File: config.mk
export PLATFORM = sky130hd
export DESIGN_NAME = ula_arbiter_flat
export DESIGN_NICKNAME = d
export VERILOG_FILES = /design/src/rtl/ula_arbiter_if.sv /design/src/rtl/ula_arbiter.sv /design/src/flat_wrapper.sv
export SDC_FILE = /design/constraint.sdc
export NUM_CORES = 1
export LEC_CHECK = 0
export ABC_CLOCK_PERIOD_IN_PS = 5750
export BUFFER_PORTS_ARGS = -buffer_cell sky130_fd_sc_hd__buf_4
export CORE_AREA = 8 8 123 91
export CTS_CLUSTER_SIZE = 10
export DETAILED_ROUTE_END_ITERATION = 10
export DIE_AREA = 0 0 131 99
export PLACE_DENSITY = 0.75
export SYNTH_ARGS = -nofsm -noshare
export SYNTH_HDL_FRONTEND = slang
export SYNTH_SLANG_ARGS = --single-unit
File: constraint.sdc
create_clock -name clk -period 5.75 [get_ports clk]
set_clock_uncertainty 0.05 [all_clocks]
set_input_delay 1.4375 -clock clk [delete_from_list [all_inputs] [get_ports clk]]
set_output_delay 1.4375 -clock clk [all_outputs]
set_load 0.01 [all_outputs]
File: src/rtl/ula_arbiter_if.sv
// Request/grant/result bundle between two requesters plus one consumer and the shared ULA arbiter.
// The master side drives requests and ack; the slave side (the arbiter) drives grants and results.
interface ula_arbiter_if #(
  parameter int W = 4
);
  logic           req0;
  logic [W-1:0]   a0;
  logic [W-1:0]   b0;
  logic [1:0]     op0;
  logic           req1;
  logic [W-1:0]   a1;
  logic [W-1:0]   b1;
  logic [1:0]     op1;
  logic           gnt0;
  logic           gnt1;
  logic           busy;
  logic           valid;
  logic           ack;
  logic           owner;
  logic [2*W-1:0] result;
  logic [3:0]     result2;
  logic           dz;

  modport master (
    output req0, a0, b0, op0, req1, a1, b1, op1, ack,
    input  gnt0, gnt1, busy, valid, owner, result, result2, dz
  );

  modport slave (
    input  req0, a0, b0, op0, req1, a1, b1, op1, ack,
    output gnt0, gnt1, busy, valid, owner, result, result2, dz
  );
endinterface

File: src/rtl/ula_arbiter.sv
// Round-robin shared 4-op ULA: single-cycle sum/sub/mult, W-cycle restoring divide,
// result held with a range class until the consumer acks it. All outputs registered.
module ula_arbiter #(
  parameter int W      = 4,
  parameter int SUM_OP = 0,
  parameter int SUB_OP = 1,
  parameter int MUL_OP = 2,
  parameter int DIV_OP = 3
) (
  input  logic           clk,
  input  logic           rst_n,
  ula_arbiter_if.slave   bus
);

  localparam int CNT_W = (W > 1) ? $clog2(W) : 1;

  typedef enum logic [1:0] {
    S_IDLE = 2'd0,
    S_EXEC = 2'd1,
    S_DONE = 2'd2
  } state_t;

  state_t         r_state;
  state_t         w_state_next;
  logic           w_take0;
  logic           w_take1;

  logic           r_last;
  logic [W-1:0]   r_a;
  logic [W-1:0]   r_b;
  logic [1:0]     r_op;
  logic [W-1:0]   r_quo;
  logic [W-1:0]   r_rem;
  logic [CNT_W-1:0] r_cnt;

  logic [2*W-1:0] r_calc_res;
  logic [3:0]     r_calc_r2;
  logic           r_calc_dz;

  logic           r_gnt0;
  logic           r_gnt1;
  logic           r_busy;
  logic           r_valid;
  logic           r_owner;
  logic [2*W-1:0] r_result;
  logic [3:0]     r_result2;
  logic           r_dz;

  logic [2*W-1:0] w_a_ext;
  logic [2*W-1:0] w_b_ext;
  logic [2*W-1:0] w_sum;
  logic [2*W-1:0] w_mul;
  logic [2*W-1:0] w_diff;
  logic           w_swap;
  logic [2*W-1:0] w_class_in;
  logic [8:0]     w_gt;
  logic [3:0]     w_class;
  logic           w_is_div;
  logic           w_div_zero;
  logic [W:0]     w_shift;
  logic           w_ge;
  logic [W-1:0]   w_rem_next;
  logic [W-1:0]   w_quo_next;

  assign w_a_ext    = {{W{1'b0}}, r_a};
  assign w_b_ext    = {{W{1'b0}}, r_b};
  assign w_sum      = w_a_ext + w_b_ext;
  assign w_mul      = w_a_ext * w_b_ext;
  assign w_swap     = (r_b > r_a);
  assign w_diff     = w_swap ? (w_b_ext - w_a_ext) : (w_a_ext - w_b_ext);
  assign w_class_in = (r_op == 2'(MUL_OP)) ? w_mul : w_sum;
  assign w_is_div   = (r_op == 2'(DIV_OP));
  assign w_div_zero = (r_b == '0);

  // Range class: count of thresholds 10,20,...,90 strictly exceeded.
  genvar gi;
  generate
    for (gi = 0; gi < 9; gi++) begin : g_thr
      assign w_gt[gi] = (w_class_in > (2*W)'(10 * (gi + 1)));
    end
  endgenerate

  always_comb begin
    w_class = 4'd0;
    for (int i = 0; i < 9; i++) begin
      w_class = w_class + 4'(w_gt[i]);
    end
  end

  // One restoring-division step: shift in the next dividend bit, subtract if it fits.
  assign w_shift    = {r_rem, r_quo[W-1]};
  assign w_ge       = (w_shift >= {1'b0, r_b});
  assign w_rem_next = w_ge ? W'(w_shift - {1'b0, r_b}) : w_shift[W-1:0];
  assign w_quo_next = {r_quo[W-2:0], w_ge};

  always_comb begin
    w_state_next = r_state;
    w_take0      = 1'b0;
    w_take1      = 1'b0;
    case (r_state)
      S_IDLE: begin
        w_take0 = bus.req0 && (!bus.req1 || r_last);
        w_take1 = bus.req1 && (!bus.req0 || !r_last);
        if (w_take0 || w_take1) begin
          w_state_next = S_EXEC;
        end
      end
      S_EXEC: begin
        if (!w_is_div || w_div_zero || (r_cnt == '0)) begin
          w_state_next = S_DONE;
        end
      end
      S_DONE: begin
        if (r_valid && bus.ack) begin
          w_state_next = S_IDLE;
        end
      end
      default: w_state_next = S_IDLE;
    endcase
  end

  always_ff @(posedge clk or negedge rst_n) begin
    if (!rst_n) begin
      r_state <= S_IDLE;
    end else begin
      r_state <= w_state_next;
    end
  end

  always_ff @(posedge clk or negedge rst_n) begin
    if (!rst_n) begin
      r_last     <= 1'b1;
      r_a        <= '0;
      r_b        <= '0;
      r_op       <= '0;
      r_quo      <= '0;
      r_rem      <= '0;
      r_cnt      <= '0;
      r_calc_res <= '0;
      r_calc_r2  <= '0;
      r_calc_dz  <= 1'b0;
      r_gnt0     <= 1'b0;
      r_gnt1     <= 1'b0;
      r_busy     <= 1'b0;
      r_valid    <= 1'b0;
      r_owner    <= 1'b0;
      r_result   <= '0;
      r_result2  <= '0;
      r_dz       <= 1'b0;
    end else begin
      r_gnt0 <= 1'b0;
      r_gnt1 <= 1'b0;
      r_busy <= (w_state_next != S_IDLE);
      case (r_state)
        S_IDLE: begin
          r_rem <= '0;
          r_cnt <= CNT_W'(W - 1);
          if (w_take0) begin
            r_a     <= bus.a0;
            r_b     <= bus.b0;
            r_op    <= bus.op0;
            r_quo   <= bus.a0;
            r_owner <= 1'b0;
            r_last  <= 1'b0;
            r_gnt0  <= 1'b1;
          end else if (w_take1) begin
            r_a     <= bus.a1;
            r_b     <= bus.b1;
            r_op    <= bus.op1;
            r_quo   <= bus.a1;
            r_owner <= 1'b1;
            r_last  <= 1'b1;
            r_gnt1  <= 1'b1;
          end
        end
        S_EXEC: begin
          r_calc_dz <= 1'b0;
          if (r_op == 2'(SUM_OP)) begin
            r_calc_res <= w_sum;
            r_calc_r2  <= w_class;
          end else if (r_op == 2'(SUB_OP)) begin
            r_calc_res <= w_diff;
            r_calc_r2  <= w_swap ? 4'hF : 4'h0;
          end else if (r_op == 2'(MUL_OP)) begin
            r_calc_res <= w_mul;
            r_calc_r2  <= w_class;
          end else if (w_div_zero) begin
            r_calc_res <= {{W{1'b0}}, {W{1'b1}}};
            r_calc_r2  <= 4'(r_a);
            r_calc_dz  <= 1'b1;
          end else begin
            // Staging is refreshed every step; the value from the cnt==0 step is the one kept.
            r_quo      <= w_quo_next;
            r_rem      <= w_rem_next;
            r_cnt      <= r_cnt - CNT_W'(1);
            r_calc_res <= {{W{1'b0}}, w_quo_next};
            r_calc_r2  <= 4'(w_rem_next);
          end
        end
        S_DONE: begin
          if (!r_valid) begin
            r_result  <= r_calc_res;
            r_result2 <= r_calc_r2;
            r_dz      <= r_calc_dz;
            r_valid   <= 1'b1;
          end else if (bus.ack) begin
            r_valid <= 1'b0;
          end
        end
        default: begin
          r_valid <= 1'b0;
        end
      endcase
    end
  end

  assign bus.gnt0    = r_gnt0;
  assign bus.gnt1    = r_gnt1;
  assign bus.busy    = r_busy;
  assign bus.valid   = r_valid;
  assign bus.owner   = r_owner;
  assign bus.result  = r_result;
  assign bus.result2 = r_result2;
  assign bus.dz      = r_dz;

endmodule

File: src/flat_wrapper.sv
// flat-port wrapper written by rule: the top's interface ports become plain ports
module ula_arbiter_flat 
#(
  parameter int W      = 4,
  parameter int SUM_OP = 0,
  parameter int SUB_OP = 1,
  parameter int MUL_OP = 2,
  parameter int DIV_OP = 3
)
  (clk, rst_n, bus_req0, bus_a0, bus_b0, bus_op0, bus_req1, bus_a1, bus_b1, bus_op1, bus_ack, bus_gnt0, bus_gnt1, bus_busy, bus_valid, bus_owner, bus_result, bus_result2, bus_dz);
  ula_arbiter_if #(.W(W)) bus_i ();
  input  logic clk;
  input  logic rst_n;
  input wire logic [$bits(bus_i.req0)-1:0] bus_req0;
  input wire logic [$bits(bus_i.a0)-1:0] bus_a0;
  input wire logic [$bits(bus_i.b0)-1:0] bus_b0;
  input wire logic [$bits(bus_i.op0)-1:0] bus_op0;
  input wire logic [$bits(bus_i.req1)-1:0] bus_req1;
  input wire logic [$bits(bus_i.a1)-1:0] bus_a1;
  input wire logic [$bits(bus_i.b1)-1:0] bus_b1;
  input wire logic [$bits(bus_i.op1)-1:0] bus_op1;
  input wire logic [$bits(bus_i.ack)-1:0] bus_ack;
  output wire logic [$bits(bus_i.gnt0)-1:0] bus_gnt0;
  output wire logic [$bits(bus_i.gnt1)-1:0] bus_gnt1;
  output wire logic [$bits(bus_i.busy)-1:0] bus_busy;
  output wire logic [$bits(bus_i.valid)-1:0] bus_valid;
  output wire logic [$bits(bus_i.owner)-1:0] bus_owner;
  output wire logic [$bits(bus_i.result)-1:0] bus_result;
  output wire logic [$bits(bus_i.result2)-1:0] bus_result2;
  output wire logic [$bits(bus_i.dz)-1:0] bus_dz;
  assign bus_i.req0 = bus_req0;
  assign bus_i.a0 = bus_a0;
  assign bus_i.b0 = bus_b0;
  assign bus_i.op0 = bus_op0;
  assign bus_i.req1 = bus_req1;
  assign bus_i.a1 = bus_a1;
  assign bus_i.b1 = bus_b1;
  assign bus_i.op1 = bus_op1;
  assign bus_i.ack = bus_ack;
  assign bus_gnt0 = bus_i.gnt0;
  assign bus_gnt1 = bus_i.gnt1;
  assign bus_busy = bus_i.busy;
  assign bus_valid = bus_i.valid;
  assign bus_owner = bus_i.owner;
  assign bus_result = bus_i.result;
  assign bus_result2 = bus_i.result2;
  assign bus_dz = bus_i.dz;
  ula_arbiter #(.W(W), .SUM_OP(SUM_OP), .SUB_OP(SUB_OP), .MUL_OP(MUL_OP), .DIV_OP(DIV_OP)) u_core (.clk(clk), .rst_n(rst_n), .bus(bus_i));
endmodule
### Word-level counts from Yosys, hierarchy flattened

Index checks and enable logic that the tools add are counted.

* input bits: 25
* bits in registers: 54
* word-level logic and storage cells: 132
* output and inout bits: 18

* eq/ne operators: 10
* bitwise logic cells: 1
* $lt $le $gt $ge: 11
* $add $sub $neg: 13
* $mul: 1
* reductions and logical operators: 24
* mux-type cells: 53

Operator list (count)
* $mux 4: 19
* $mux 8: 5
* $add 4x1->4: 7
* $gt 8x6->1 const B: 3
* $gt 8x7->1 const B: 3
* $mux 2: 9
* $gt 8x5->1 const B: 2
* $pmux 4 s2: 2
* $mux 1: 15
* $sub 4x4->5: 2
* $gt 8x4->1 const B: 1
* $mul 4x4->8: 1
* $ne 2x2->1 const B: 4
* $eq 2x2->1 const B: 3
* $logic_not 2->1: 3
* $pmux 2 s3: 1
* $reduce_and 6->1: 1
* $reduce_bool 2->1: 3
* $add 4x4->5: 1
* $ge 5x4->1: 1
* $logic_or 1x1->1: 5
* $reduce_and 5->1: 1
* $eq 2x1->1 const B: 2
* $gt 4x4->1: 1
* 12 further kinds: 18

### Logic depth before layout (Yosys ltp)

Gate-level depths: netlist of the first run.

* depth after elaboration: 14
* gate-level depth with buffers: 26
* gate-level depth less buffers: 26

### Worst setup path after synthesis of the first run

No wires, ideal clock.

* path type: reg-to-reg
* from: register u_core.r_b[1]
* to: register u_core.r_calc_r2[2]
* clock period less this slack: 6.356 ns
* cell stages (with the launch flop): 25
* setup time: 0.135 ns
* path slack: -0.606 ns
* data arrival time: 6.171 ns
* cell sequence: dfrtp_1 > nand2_1 > fa_1 > inv_1 > fa_1 > fa_1 > a21o_1 > a21oi_1 > xnor2_1 > nand2_1 > nand3_2 > or3_1 > ha_1 > inv_1 > fa_1 > fa_1 > inv_1 > fa_1 > ha_1 > inv_1 > fa_1 > xor2_1 > o21ai_0 > a311oi_1 > o21ai_0

* word-level cells in the longest chain between the ends: 14
* elaborated cells between the ends (all ways): 30

RTL lines
* start: declaration: RTL line ula_arbiter.sv:30 `logic [W-1:0] r_b;`
* start signal: assignment: RTL line ula_arbiter.sv:160 `r_b <= bus.b0;`
* start signal: assignment: RTL line ula_arbiter.sv:168 `r_b <= bus.b1;`
* $mul 4x4->8 / $add 4x4->5 (equally long branches): RTL line ula_arbiter.sv:68, ula_arbiter.sv:67
* $mux 8: RTL line ula_arbiter.sv:71 `assign w_class_in = (r_op == 2'(MUL_OP)) ? w_mul : w_sum;`
* $gt 8x4->1 / $gt 8x5->1 (equally long branches): RTL line ula_arbiter.sv:79 `assign w_gt[gi] = (w_class_in > (2*W)'(10 * (gi + 1)));`
* $add 1x1->2: RTL line ula_arbiter.sv:86 `w_class = w_class + 4'(w_gt[i]);`
* $add 4x1->4 (7 in a row): RTL line ula_arbiter.sv:86
* $mux 4: RTL line ula_arbiter.sv:184 `end else if (r_op == 2'(MUL_OP)) begin`
* $mux 4: RTL line ula_arbiter.sv:181 `end else if (r_op == 2'(SUB_OP)) begin`
* $mux 4 *: RTL line ula_arbiter.sv:178 `if (r_op == 2'(SUM_OP)) begin`
* end signal: assignment: RTL line ula_arbiter.sv:180 `r_calc_r2 <= w_class;`
* end signal: assignment: RTL line ula_arbiter.sv:183 `r_calc_r2 <= w_swap ? 4'hF : 4'h0;`
* end signal: assignment: RTL line ula_arbiter.sv:186 `r_calc_r2 <= w_class;`
* end: declaration: RTL line ula_arbiter.sv:37 `logic [3:0] r_calc_r2;`

Every way passes the cells marked *; elsewhere a longest branch is shown, timed or not.
A chain may end at the register's enable or synchronous reset.

### Worst setup path after layout of the first run

* from: register u_core.r_a[2]
* to: register u_core.r_calc_r2[2]

* word-level cells in the longest chain between the ends: 14
* elaborated cells between the ends (all ways): 26

RTL lines
* start: declaration: RTL line ula_arbiter.sv:29 `logic [W-1:0] r_a;`
* start signal: assignment: RTL line ula_arbiter.sv:159 `r_a <= bus.a0;`
* start signal: assignment: RTL line ula_arbiter.sv:167 `r_a <= bus.a1;`
* $mul 4x4->8 / $add 4x4->5 (equally long branches): RTL line ula_arbiter.sv:68, ula_arbiter.sv:67
* $mux 8: RTL line ula_arbiter.sv:71
* $gt 8x4->1 / $gt 8x5->1 (equally long branches): RTL line ula_arbiter.sv:79
* $add 1x1->2: RTL line ula_arbiter.sv:86
* $add 4x1->4 (7 in a row): RTL line ula_arbiter.sv:86
* $mux 4: RTL line ula_arbiter.sv:184
* $mux 4: RTL line ula_arbiter.sv:181
* $mux 4 *: RTL line ula_arbiter.sv:178

Marks and branches as above.

==> impl_results.md, run 1 <==
* Crit. End Element: register
* Clock sinks at 54
* Yosys cell types at 62
* DRT Pass-1 Iters at 4
* FF+latch count, synth at 54
* Status: complete, but fails checks
* Cells after Synth at 446
* CTS root buf: clkbuf_16
* Setup CP Type: register to register
* Cts bufs inserted at 5
* Crit path required time at 5840 ps
* Die ar. at 13000 um2
* Fraction of layout cells with a size suffix above 1 at 28.8%
* Relative slew slack at 35.8%
* Gr busiest metal: met2
* Worst Tran Pin Value at 959 ps
* Cell taking the most area after synthesis: dfrtp_1
* Syn Area/Cell at 9.15 um2
* Initial DRC count at around 190
* FFs w/ async S/R, synth at 100%
* Vias in the first global route at about 3700
* DRT Wirelength at between 10000 and 15000 um
* Synthesized cell area at 4080 um2
* Worst-skew pair later-pin latency at 290 ps
* Number of synthesized flops with an enable pin at 0
* Via count at ~3500
* Util after Layout at 54.6%
* GRT Overall Usage at 17.2%
* TritonCTS clock tree: done
* CTS Buffer Depth at 2
* WP data arrival at 6220 ps
* Rows at 30
* Inserted Diodes at 0
* RSZ-0062 raised after global routing: true
* Top_reg_cell synth: dfrtp_1
* Die Y at 99 um
* CTS Hold Bufs at 0
* Crit Path Max Fanout at 4
* Post-synth net total at 519
* DPL Wire Length at 8610 um
* DRT antenna net count at 0
* Slew Viols, Final at 0
* Area delta synth->final at 25.1%
* Drt wl/cell at 16.0 um
* GR Util met3 at 3.88%
* Met1 Track Usage GR at between 20% and 30%
* Post-synth top cells: 53 x dfrtp_1, 49 x nand2_1, 42 x nor2_1, 36 x o21ai_0, 35 x ha_1
* Violated checks: setup timing
* Final worst slack at -375 ps
* GRT met2 Usage at 25.9%
* Final period utilization at 107%
* Most common cell in the netlist: dfrtp_1
* Die W at approximately 130 um
* H-tree level count at 2
* Aggregate global routing overflow at 0
* Post-synthesis sequential area ratio at 33.1%
* Startpoint types: register
* IO Pins at 43
* First-pass GRT wire length at 18100 um
* Clk pin slew, worst setup/hold paths at 70 ps
* Port Buf Inserts at 42
* Core region area at 9350 um2
* Hold WC Path Type: register to register
* Vias per inst at 5.38
* Yosys warnings at 0
* Largest net degree at the start of global routing at 55
* Post-synth top area share at around 33%
* Starting Density at 43.7%
* Drt drc at 0
* Minimum clock period at 6130 ps
* Gpl congestion at approximately 0.92
* Fmax at 0.163 GHz
* Initial antenna violation count at 0
* Final setup fails at 3
* Synth area leaders: dfrtp_1 33%, ha_1 11%, fa_1 6.4%
* Final Hold Fails at 0
* Max-cap violations at 0
* Final nets at 604
==> cells by family after synthesis <==
group,count (synthesis),synth area share (%)
AOI/OAI and AO/OA,116,18.5
xor gates and xnor gates,6,1.29
adders and majority gates,48,17.1
buffers and inverters,48,5.12
DFF,54,33.1
muxes,31,8.06
and+or+nand+nor,143,16.7
==> through the flow <==
step | instance area, um2 | setup TNS (ps) | instances | hold WS (ps) | setup slack [ps]
after CTS | 5060 | -1050 | 656 | 431 | -402
after global placement | 4870 | -524 | 648 | 402 | -241
final | 5110 | -1090 | 660 | 430 | -375
after detailed placement | 4870 | -1050 | 648 | 421 | -412
after floorplan | 4110 | -394 | 446 | 393 | -221
after global routing | 5110 | -2010 | 660 | 450 | -642
==> layout by cell type (no fill, tap or decap), drive strengths merged, types with 15 or more instances in the layout <==
master,instances
nor2,42
dfrtp,53
mux2i,16
ha,35
buf,96
o21ai,38
a21oi,27
mux2,15
inv,31
nand2,49
==> path summary, 6_finish.rpt <==
check / start / endpoint / slack, ps / cells past startpoint
min reg2reg: u_core.r_last$_DFFE_PN1P_ / u_core.r_last$_DFFE_PN1P_ / 430 / 2
max: u_core.r_a[2]$_DFFE_PN0P_ / u_core.r_calc_r2[2]$_DFFE_PN0P_ / -380 / 23
min in group asynchronous: rst_n / u_core.bus.result[5]$_DFFE_PN0P_ / 1130 / 1
min: u_core.r_last$_DFFE_PN1P_ / u_core.r_last$_DFFE_PN1P_ / 430 / 2
max in group asynchronous: rst_n / u_core.r_b[1]$_DFFE_PN0P_ / 4020 / 1
max reg2reg: u_core.r_a[2]$_DFFE_PN0P_ / u_core.r_calc_r2[2]$_DFFE_PN0P_ / -380 / 23
==> layout make-up <==
class	instances	area [um2]
flip-flops and latches	54	1360
fillers	862	4240
well taps	128	160
clock buffers	6	139
repair buffers	96	721
inverters	30	113
multi-input cells	344	2580
clock inverters	2	38.8
==> registers in the layout, summed over array words and instances, names as in the netlist <==
signal / cells
u_core.bus.dz: 1
u_core.bus.busy: 1
u_core.bus.owner: 1
u_core.r_quo: 4
u_core.r_last: 1
u_core.bus.valid: 1
u_core.bus.result2: 4
u_core.r_a: 4
u_core.r_rem: 4
u_core.bus.result: 8
u_core.r_op: 2
u_core.r_b: 4
u_core.bus.gnt0: 1
u_core.r_cnt: 2
u_core.r_calc_dz: 1
u_core.r_calc_res: 8
u_core.r_calc_r2: 4
u_core.bus.gnt1: 1
u_core.r_state: 2
==> critical path, stage by stage (launching register included) <==
cell and delay (ps):
dfrtp_1 400, nand2_2 90, fa_1 550, inv_2 40, fa_1 500, ha_1 290, a211o_1 320, a2111o_1 410
and3_4 170, nand3_2 80, or2_2 120, ha_1 230, inv_2 60, fa_1 420, fa_1 500, inv_1 50
fa_1 540, ha_4 140, inv_2 30, fa_2 340, xor2_2 170, o21ai_1 80, a311oi_1 290, o21ai_1 110
==> per-layer routing <==
metal | share of wire (%) | up-vias
met1 | 49 | 1681
met5 | 0 | -
met4 | 0.42 | 0
li1 | - | 1748
met3 | 6.8 | 6
met2 | 44 | 114
==> timing repair <==
| item | CTS | global route |
|---|---|---|
| resized for setup | 1 | 7 |
| gates cloned | 0 | 0 |
| setup endpoints to repair | 4 | 4 |
| pin swaps | 1 | 3 |
| setup buffers | 0 | 4 |
Power of run 1 is not shown: default switching activity piles up to over one toggle a cycle in this logic, so the estimate is an artifact.
==> run 2, diff against run 1 <==
--- a/config.mk
+++ b/config.mk
@@ -5,13 +5,13 @@
 export SDC_FILE = /design/constraint.sdc
 export NUM_CORES = 1
 export LEC_CHECK = 0
-export ABC_CLOCK_PERIOD_IN_PS = 5750
+export ABC_CLOCK_PERIOD_IN_PS = 7500
 export BUFFER_PORTS_ARGS = -buffer_cell sky130_fd_sc_hd__buf_4
-export CORE_AREA = 8 8 123 91
+export CORE_AREA = 8 8 112 84
 export CTS_CLUSTER_SIZE = 10
 export DETAILED_ROUTE_END_ITERATION = 10
-export DIE_AREA = 0 0 131 99
-export PLACE_DENSITY = 0.75
+export DIE_AREA = 0 0 120 92
+export PLACE_DENSITY = 0.84
 export SYNTH_ARGS = -nofsm -noshare
 export SYNTH_HDL_FRONTEND = slang
 export SYNTH_SLANG_ARGS = --single-unit
==> constraint.sdc (replaced) <==
create_clock -name clk -period 7.5 [get_ports clk]
set_clock_uncertainty 0.05 [all_clocks]
set_input_delay 1.875 -clock clk [delete_from_list [all_inputs] [get_ports clk]]
set_output_delay 1.875 -clock clk [all_outputs]
set_load 0.01 [all_outputs]
==> run 2 against run 1 <==
  * Non-clock buffer count is 52 lower
  * Fmax is 11% lower
  * Highest routed layer unchanged
  * Final area is 11% lower
  * The run now ends clean
==> impl_results.md, run 2 (same netlist as run 1, synthesis figures left out) <==
* CTS Hold Bufs at 0
* Aggregate global routing overflow at 0
* DRT Pass-1 Iters at 5
* RSZ-0062 raised after global routing: false
* Clk pin slew, worst setup/hold paths at approximately 110 ps
* Rows at 27
* Initial antenna violation count at 0
* Final setup fails at 0
* HP Start: u_core.r_last$_DFFE_PN1P_
* Hold WC Path Type: register to register
* Drt wl/cell at 17.3 um
* H-tree level count at 2
* Reg2Reg Setup Slack at ~650 ps
* Fmax at 0.146 GHz
* Gpl congestion at around 0.92
* Setup CP Type: register to register
* Crit Path Max Fanout at 8
* Relative slew slack at 24.8%
* Fraction of layout cells with a size suffix above 1 at 17.5%
* Cts bufs inserted at 5
* IO Pins at 43
* Worst hold path depth at 2
* Worst Tran Pin Value at roughly 1100 ps
* Startpoint types: register
* Crit path required time at 7600 ps
* Worst reg2reg startpoint: u_core.r_b[1]$_DFFE_PN0P_
* DPL Wire Length at about 8000 um
* Inserted Diodes at 0
* WP data arrival at 6950 ps
* Via count at 3437
* Die Y at between 90 and 100 um
* CTS root buf: clkbuf_8
* Critical R2R Capture: u_core.r_calc_r2[1]$_DFFE_PN0P_
* Final period utilization at 91.3%
* Starting Density at 53.7%
* Commonest non-fill, non-tap cells in the layout: 53 x dfrtp_1, 49 x nand2_1, 44 x buf_4
* Initial DRC count at 292
* CP most frequent cell: fa_1
* FF-to-FF path depth at 25
* Slew Viols, Final at 0
* Minimum clock period at 6850 ps
* Slowest-stage cell, CP: dfrtp_1
* Vias per inst at between 5 and 6
* DRT Wirelength at between 10000 and 15000 um
* Status: complete, no violations
* Drt drc at 0
* Die W at 120 um
* Crit. End Element: register
* Commonest non-fill, non-tap cell in the layout: dfrtp_1
* Max-cap violations at 0
* First-pass GRT wire length at 16700 um
* Area delta synth->final at 11.3%
* Setup Buffers After CTS at 0
* Worst-skew pair later-pin latency at ~320 ps
* Max incr delay on CP at around 570 ps
* TritonCTS clock tree: done
* Final nets at 552
* Post_cts resized at 0
* Port Buf Inserts at 42
* GRT Overall Usage at 18.3%
* Core region area at 7600 um2
* Largest net degree at the start of global routing at between 50 and 60
* CTS Buffer Depth at 2
* Clock sinks at 54
* Final Hold Fails at 0
* Crit path max-delay family: adder cells
* Die ar. at between 10000 and 15000 um2
* DRT antenna net count at 0
* WHS Endpoint: u_core.r_last$_DFFE_PN1P_
* Final TNS setup at 0 ps
* Worst Path Buf+Inv at 4
* Vias in the first global route at 3319
-- run 2: layer usage --
layer / global-route usage [%] / up-vias / routed length, um
li1: - / 1636 / -
met1: 25.7 / 1636 / 4800
met2: 26.5 / 152 / 4180
met3: 6.12 / 13 / 932
met4: 4.35 / 0 / 138
met5: 0 / - / 0
-- run 2: worst max path at each step --
stage                                    from                               to  cells past startpoint
floorplan           u_core.r_b[1]$_DFFE_PN0P_  u_core.r_calc_r2[2]$_DFFE_PN0P_                     24
global placement    u_core.r_b[1]$_DFFE_PN0P_  u_core.r_calc_r2[2]$_DFFE_PN0P_                     24
detailed placement  u_core.r_b[1]$_DFFE_PN0P_  u_core.r_calc_r2[1]$_DFFE_PN0P_                     25
CTS                 u_core.r_b[1]$_DFFE_PN0P_  u_core.r_calc_r2[1]$_DFFE_PN0P_                     25
global route        u_core.r_b[1]$_DFFE_PN0P_  u_core.r_calc_r2[1]$_DFFE_PN0P_                     25
finish              u_core.r_b[1]$_DFFE_PN0P_  u_core.r_calc_r2[1]$_DFFE_PN0P_                     25
-- run 2: final cells by class --
| class | count | area (um2) |
|---|---|---|
| tap | 101 | 126 |
| clock buffer | 5 | 68.8 |
| inverter | 30 | 113 |
| timing repair buffer | 44 | 330 |
| sequential | 54 | 1350 |
| multi-input combinational | 344 | 2520 |
| fill | 657 | 3060 |
| clock inverter | 3 | 28.8 |
-- run 2: tightest hold or removal path, cell delays in order (launching register included) --
cell	delay, ps
dfstp_2	390
nand2_1	50
nand2_1	50
-- run 2: stage by stage --
| stage | setup slack (ps) | utilization (%) | instance area [um2] | hold WS, ps | instances |
|---|---|---|---|---|---|
| final | 650 | 59.8 | 4540 | 428 | 581 |
| after global routing | 320 | 59.8 | 4540 | 473 | 581 |
| after CTS | 689 | 59.8 | 4540 | 436 | 581 |
| after detailed placement | 690 | 58.5 | 4450 | 419 | 573 |
| after global placement | 891 | 58.5 | 4450 | 407 | 573 |
| after floorplan | 1140 | - | 4080 | 393 | 446 |
Power of run 2 is left out for the same reason.
